**src/rtl/pipeline_ctrl.sv**
```systemverilog
// pipeline_ctrl: central hazard / forwarding / multi-cycle control unit for
// the 5-stage core. It sits beside ID. It picks forwarding sources for the
// two ID read channels, detects load-use and RAW hazards, sequences
// multi-cycle EX operations (DIV, MADD) and drives the stall vector and the
// ID/EX bubble.
//
// Optional feature macro: PIPE_FWD_EN
//   defined   : EX/MEM forwarding is enabled. Only load-use hazards stall.
//   undefined : fwd_sel_* are tied to 00. Any EX or MEM RAW match stalls.
module pipeline_ctrl #(
    parameter int unsigned DIV_CYCLES  = 32,
    parameter int unsigned MADD_CYCLES = 2,
    parameter int unsigned CNT_W       = 6
) (
    input  logic       clk,
    input  logic       rst,
    input  logic       id_reg_read_en_1,
    input  logic [4:0] id_reg_read_addr_1,
    input  logic       id_reg_read_en_2,
    input  logic [4:0] id_reg_read_addr_2,
    input  logic       ex_reg_write_en,
    input  logic [4:0] ex_reg_write_addr,
    input  logic       ex_is_load,
    input  logic       mem_reg_write_en,
    input  logic [4:0] mem_reg_write_addr,
    input  logic       ex_start_div,
    input  logic       ex_start_madd,
    output logic [1:0] fwd_sel_1,
    output logic [1:0] fwd_sel_2,
    output logic [5:0] stall,
    output logic       id_bubble,
    output logic       ex_busy,
    output logic       ex_done
);

    typedef enum logic [1:0] {
        IDLE = 2'd0,
        BUSY = 2'd1,
        DONE = 2'd2
    } state_t;

    // Counter reload values: the start cycle is the first occupancy cycle,
    // so BUSY counts the remaining N-1 cycles down to 1.
    localparam logic [CNT_W-1:0] DIV_LOAD  = CNT_W'(DIV_CYCLES - 1);
    localparam logic [CNT_W-1:0] MADD_LOAD = CNT_W'(MADD_CYCLES - 1);
    localparam logic [CNT_W-1:0] CNT_ONE   = CNT_W'(1);

    localparam logic [1:0] SRC_RF  = 2'b00;
    localparam logic [1:0] SRC_EX  = 2'b01;
    localparam logic [1:0] SRC_MEM = 2'b10;

    localparam logic [5:0] STALL_MULTI = 6'b001111;
    localparam logic [5:0] STALL_HAZ   = 6'b000111;

    state_t           state;
    state_t           state_nxt;
    logic [CNT_W-1:0] count;
    logic [CNT_W-1:0] count_nxt;

    logic             start_any;
    logic             ch1_act;
    logic             ch2_act;
    logic             ch1_ex;
    logic             ch1_mem;
    logic             ch2_ex;
    logic             ch2_mem;
    logic             hazard;
    logic [1:0]       fwd_raw_1;
    logic [1:0]       fwd_raw_2;

    assign start_any = ex_start_div | ex_start_madd;

    // Per-channel RAW match detection against the EX and MEM destinations
    always_comb begin
        ch1_act = id_reg_read_en_1 && (id_reg_read_addr_1 != '0);
        ch2_act = id_reg_read_en_2 && (id_reg_read_addr_2 != '0);
        ch1_ex  = ch1_act && ex_reg_write_en  && (id_reg_read_addr_1 == ex_reg_write_addr);
        ch1_mem = ch1_act && mem_reg_write_en && (id_reg_read_addr_1 == mem_reg_write_addr);
        ch2_ex  = ch2_act && ex_reg_write_en  && (id_reg_read_addr_2 == ex_reg_write_addr);
        ch2_mem = ch2_act && mem_reg_write_en && (id_reg_read_addr_2 == mem_reg_write_addr);
    end

`ifdef PIPE_FWD_EN
    // Forwarding source selection (EX beats MEM) and load-use detection
    always_comb begin
        fwd_raw_1 = SRC_RF;
        fwd_raw_2 = SRC_RF;
        if (ch1_ex) begin
            fwd_raw_1 = SRC_EX;
        end else if (ch1_mem) begin
            fwd_raw_1 = SRC_MEM;
        end
        if (ch2_ex) begin
            fwd_raw_2 = SRC_EX;
        end else if (ch2_mem) begin
            fwd_raw_2 = SRC_MEM;
        end
        hazard = ex_is_load && (ch1_ex || ch2_ex);
    end
`else
    // No forwarding path: every RAW dependency on EX or MEM must stall.
    // The load term is already implied by the EX match, it is kept so the
    // load flag has the same meaning in both builds.
    always_comb begin
        fwd_raw_1 = SRC_RF;
        fwd_raw_2 = SRC_RF;
        hazard    = ch1_ex || ch1_mem || ch2_ex || ch2_mem
                    || (ex_is_load && (ch1_ex || ch2_ex));
    end
`endif

    // State and counter register
    always_ff @(posedge clk) begin
        if (rst) begin
            state <= IDLE;
            count <= '0;
        end else begin
            state <= state_nxt;
            count <= count_nxt;
        end
    end

    // Next-state and counter update for the multi-cycle sequencer
    always_comb begin
        state_nxt = state;
        count_nxt = count;
        case (state)
            IDLE: begin
                if (start_any) begin
                    state_nxt = BUSY;
                    count_nxt = ex_start_div ? DIV_LOAD : MADD_LOAD;
                end
            end
            BUSY: begin
                if (count == CNT_ONE) begin
                    state_nxt = DONE;
                    count_nxt = '0;
                end else begin
                    count_nxt = count - CNT_ONE;
                end
            end
            DONE: begin
                state_nxt = IDLE;
            end
            default: begin
                state_nxt = IDLE;
                count_nxt = '0;
            end
        endcase
    end

    // Output decode: multi-cycle stall overrides hazard stall; reset zeroes all
    always_comb begin
        logic multi;
        multi     = 1'b0;
        fwd_sel_1 = '0;
        fwd_sel_2 = '0;
        stall     = '0;
        id_bubble = 1'b0;
        ex_busy   = 1'b0;
        ex_done   = 1'b0;
        if (!rst) begin
            fwd_sel_1 = fwd_raw_1;
            fwd_sel_2 = fwd_raw_2;
            case (state)
                IDLE:    multi = start_any;
                BUSY:    multi = 1'b1;
                DONE:    ex_done = 1'b1;
                default: multi = 1'b0;
            endcase
            if (multi) begin
                stall   = STALL_MULTI;
                ex_busy = 1'b1;
            end else if (hazard) begin
                stall     = STALL_HAZ;
                id_bubble = 1'b1;
            end
        end
    end

endmodule

```
**config.mk**
```make
export PLATFORM = sky130hd
export DESIGN_NAME = pipeline_ctrl
export DESIGN_NICKNAME = d
export VERILOG_FILES = /design/src/rtl/pipeline_ctrl.sv
export SDC_FILE = /design/constraint.sdc
export NUM_CORES = 1
export LEC_CHECK = 0
export CAP_MARGIN = 0
export CORE_MARGIN = 8
export CORE_UTILIZATION = 36
export CTS_BUF_LIST = sky130_fd_sc_hd__clkbuf_16
export CTS_CLUSTER_DIAMETER = 50
export DETAILED_ROUTE_END_ITERATION = 16
export GPL_TIMING_DRIVEN = 0
export PLACE_DENSITY = 0.82
export RECOVER_POWER = 50
export SLEW_MARGIN = 5
export SYNTH_ARGS = -nofsm -noshare
export SYNTH_HDL_FRONTEND = slang
export SYNTH_SLANG_ARGS = --single-unit
```
**constraint.sdc**
```tcl
create_clock -name clk -period 2.51 [get_ports clk]
set_input_delay 0.753 -clock clk [delete_from_list [all_inputs] [get_ports clk]]
set_output_delay 0.753 -clock clk [all_outputs]
set_load 0.03 [all_outputs]
```
### Yosys cells after proc, flatten, opt, wreduce, memory -nomap -nowiden

Index checks and enable logic that the tools add are counted.

| word-level totals | value |
|---|---|
| flip-flop bits (word level) | 8 |
| bits of input ports | 29 |

| operators by class | value |
|---|---|
| bitwise logic cells | 2 |
| mux-type cells | 19 |
| eq/ne operators | 9 |
| add/subtract/negate cells | 1 |
| reductions and logical operators | 21 |

Operator list:

| cell | count |
|---|---|
| equality test 5 bit | 4 |
| one-hot mux 6 bit (3 select lines) | 1 |
| two-way mux 6 bit | 2 |
| logical AND 1 bit | 11 |
| nonzero test 5 bit | 2 |
| two-way mux 1 bit | 8 |
| two-way mux 4 bit | 2 |
| equality test 6 x 1 -> 1 bit (second input constant) | 1 |
| subtractor 6 x 1 -> 6 bit (second input constant) | 1 |
| logical OR 1 bit | 5 |
| two-way mux 5 bit | 1 |
| two-way mux 2 bit | 2 |
| inequality test 2 bit (second input constant) | 2 |
| one-hot mux 2 bit (2 select lines) | 1 |
| AND reduction 2 bit | 2 |
| two-way mux 3 bit | 1 |
| equality test 2 x 1 -> 1 bit (second input constant) | 1 |
| equality test 2 bit (second input constant) | 1 |
| logical NOT 2 bit | 1 |
| one-hot mux 1 bit (2 select lines) | 1 |
| NOT 1 bit | 1 |
| bitwise OR 1 bit | 1 |

### Depth between registers and ports, before layout

| logic depth | value |
|---|---|
| depth in word-level cells | 11 |
| mapped depth | 8 |

### Worst setup path before layout

Ideal clock, no wire load.

| timing path | value |
|---|---|
| kind | input to output |
| start | input port id_reg_read_addr_1[1] |
| end | output port stall[1] |
| arrival | 2075 ps |
| buffers on the path | 1 |
| slack | -318 ps |
| stages | 6 |
| required time | 1757 ps |
| cell sequence | or4_1 -> nor2_1 -> nor3b_1 -> a22oi_2 -> nand2_1 -> buf_4 |

| between the ends | value |
|---|---|
| cells in the longest elaborated chain, start to end | 11 |
| elaborated cells on any way between the ends | 17 |
| classes of those cells | 2 x eq/ne; 3 x mux; 12 x reduce/logical |

RTL lines:

| what | line | RTL |
|---|---|---|
| start, declared | 18 | `input logic [4:0] id_reg_read_addr_1,` |
| nonzero test 5 bit | 75 | `ch1_act = id_reg_read_en_1 && (id_reg_read_addr_1 != '0);` |
| logical AND 1 bit | 75 |  |
| logical AND 1 bit, on equally long branches (2 in a row) | 77, 78 |  |
| logical OR 1 bit (3 in a row) | 107 | `hazard = ch1_ex \|\| ch1_mem \|\| ch2_ex \|\| ch2_mem` |
| logical OR 1 bit (*) | 108 | `\|\| (ex_is_load && (ch1_ex \|\| ch2_ex));` |
| two-way mux 3 bit (*) | 174 | `end else if (hazard) begin` |
| two-way mux 4 bit (*) | 171 | `if (multi) begin` |
| two-way mux 4 bit (*) | 162 | `if (!rst) begin` |
| end, declared | 30 | `output logic [5:0] stall,` |

Every way passes the cells marked *; elsewhere a longest branch is shown, timed or not.

### Final worst setup path

| timing path | value |
|---|---|
| start | input port id_reg_read_addr_1[4] |
| end | output port stall[2] |

The elaborated chain is that of the path after synthesis.

==> results.cfg <==
[critical_path]
r2r_cells = 6
worst_path_max_delay_cell = or4_4
path_class = in -> out
cp-end-kind = primary output
path_max_fanout = 3
r2r_end = count[3]$_SDFFE_PP0P_
r2r-start = count[1]$_SDFFE_PP0P_
rrSetupSlack_ns = 0.90
cpMostUsedCell = buf_6
required_ns = 1.76
start_kind = input pin
max_stage_delay_ns = 0.54
critPathArrivalTime_ns = 2.11
worstPathCellList = buf_8, or4_4, nor2_4, nor3b_2, a22oi_2, nand2_4, buf_6, buf_6

[die]
row_count = 17
core_area_sq_um = 2230
die_h_um = 64.9
fp.dieW_um = 64.9
start_util = 0.385
top_level_ports = 42
die_area_sq_um = 4210

[yosys]
synth_area_per_cell_sq_um = 7.90
ys_warn_count = 0
synth_ff_type = dfxtp_1
syn_area_sq_um = 861
synth-seq-area-share = 0.186
ys_ff_latch = 8
ys_types = 33
synthCells = 109
synth_top_area_frac = 0.203
synth_edf_count = 0
yosysTopAreaCell = xnor2_1
synth_area_leaders = xnor2_1 (20%), dfxtp_1 (19%), buf_4 (7.8%)
async_reset_ff_frac = 0

[drt]
final_antenna_net_count = 0
wl_per_cell_um = 14.8
totalWireLength_um = 2680
drt_iter0_markers = 38
viasPerCell = 5.09
drt_pass1_iterations = 4
via_count = 922
drc = 0

[timing]
layout_setup_ws_ns = -0.351
worstMarginPinSlew_ns = 0.622
slew_violations = 0
fin_crit_ns = 2.86
hold_viol = 0
finalCritPeriodShare = 1.14
timing.fmax_mhz = 350
clock-skew-final_ns = 0.00308
maxSlewHeadroom = 0.583
finalSetupViolations = 5
fin_tns_setup_ns = -1.26
rsz0062_at_grt = true

[power]
power.share.clock = 0.390
p_seq_frac = 0.225
swShare = 0.324
p_per_area_nw_per_um2 = 526
power_leakage_nw = 0.564
p_comb_frac = 0.385
total_power_mw = 0.705
internal_power_mw = 0.477
power_switching_mw = 0.229
ir_drop_uv = 380

[cells_and_area]
area_delta_synth_final_pct = 55.7
drive_above_1_share = 0.294
final.fill_count = 199
antenna_cells = 0
postLayoutCoreUtil = 0.600
final_common_cell = xnor2_1
final_cell_mix = xnor2_1 (19), dlygate4sd2_1 (13), buf_4 (11)
fin_nets = 186
final_cell_area_sq_um = 1340

[run_status]
violations = negative setup slack
status = finished with violations

[grt]
grtUsageTotal = 0.125
grt_pass1_vias = 944
gr-total-overflow = 0
grt_antenna_before_repair = 0
grt_pass1_wl_um = 4310
grt_max_degree = 10

[placed_design]
place_area_sq_um = 1270
finalWeightedCongestion = 0.896
post-dp-hpwl_um = 2130
port_buffers = 34

[hold_path]
worstHoldStart = count[5]$_SDFFE_PP0P_
min_path_type = reg -> reg
hold_path_depth = 2
whs_endpoint = count[5]$_SDFFE_PP0P_

[clock_network]
cts_sinks = 8
clk_latency_ns = 0.24
clock_path_buffers = 2
worst_setup_hold_path_clk_slew_ns = 0.04
cts_buffers = 3
h-tree-depth = 1
root_buffer = clkbuf_16
cts_tree = yes
holdBufCountCts = 0

[job]
maxCapViolations = 0
-- state kept, by name, indices dropped and copies added (netlist names) --
register / flops
count: 6
state: 2
-- metrics by stage --
step                setup WS [ns]  hold WS, ns  cells
global route               -0.389        0.504    181
CTS                        -0.381        0.472    181
floorplan                  -0.152        0.434    114
global placement            -1.20        0.452    176
finish                     -0.351        0.468    181
detailed placement          -1.22        0.463    176
-- what timing repair did --
item                       CTS  global route
pin swaps                   14             4
resized for setup          109             3
setup buffers                2             0
setup endpoints to repair    7             5
-- cells by family after synthesis --
family	after synthesis	synth area share
AOI/OAI and AO/OA	23	0.198
xor gates and xnor gates	20	0.203
adders and majority gates	2	0.0291
buffers and inverters	16	0.132
DFF	8	0.186
other	1	0.00436
and+or+nand+nor	39	0.247
-- final cells by class --
| cell class | count | area, sq um | share of cell area |
|---|---|---|---|
| multi-input cells | 90 | 643 | 0.480 |
| repair buffers | 36 | 305 | 0.228 |
| flip-flops and latches | 8 | 160 | 0.120 |
| plain buffers | 11 | 97.6 | 0.0728 |
| clock buffers | 3 | 75.1 | 0.0560 |
| well taps | 28 | 35.0 | 0.0261 |
| inverters | 5 | 23.8 | 0.0177 |
-- metal layers --
layer,track usage,part of all wire
met4,0.0436,0.013
met2,0.242,0.55
met1,0.125,0.38
met3,0.0326,0.050
met5,0,0
-- synthesized netlist by cell type, types with 2 or more instances --
master     count
a31oi_1        3
and2_1         3
buf_4          9
buf_6          2
dfxtp_1        8
ha_1           2
inv_1          4
nand2_1        7
nand4_1        4
nor2_1        10
nor3_1         4
nor3b_1        3
o21ai_0        3
o21ai_1        5
o22ai_1        2
o2bb2ai_1      3
or4_1          2
xnor2_1       20
-- power groups by stage --
stage | combinational [mW] | sequential (mW) | clock, mW
after floorplan | 0.180 | 0.156 | 0
after global placement | 0.270 | 0.159 | 0
after detailed placement | 0.275 | 0.159 | 0
after CTS | 0.275 | 0.158 | 0.279
after global routing | 0.292 | 0.160 | 0.288
final | 0.272 | 0.159 | 0.275
-- critical path: cells and delay by family --
| family | cells | cell delay, ns |
|---|---|---|
| AOI/OAI and AO/OA | 1 | 0.24 |
| buffers and inverters | 3 | 0.33 |
| and+or+nand+nor | 4 | 0.77 |
-- worst max-delay path by stage --
stage	from	to	slack (ns)	depth (start not counted)
floorplan	id_reg_read_addr_1[1]	stall[1]	-0.15	6
global placement	id_reg_read_addr_1[1]	stall[2]	-1.20	8
detailed placement	id_reg_read_addr_1[1]	stall[1]	-1.22	8
CTS	id_reg_read_addr_1[4]	stall[2]	-0.38	8
global route	id_reg_read_addr_1[4]	stall[1]	-0.39	8
finish	id_reg_read_addr_1[4]	stall[2]	-0.35	8
(Power assumes the default switching activity.)
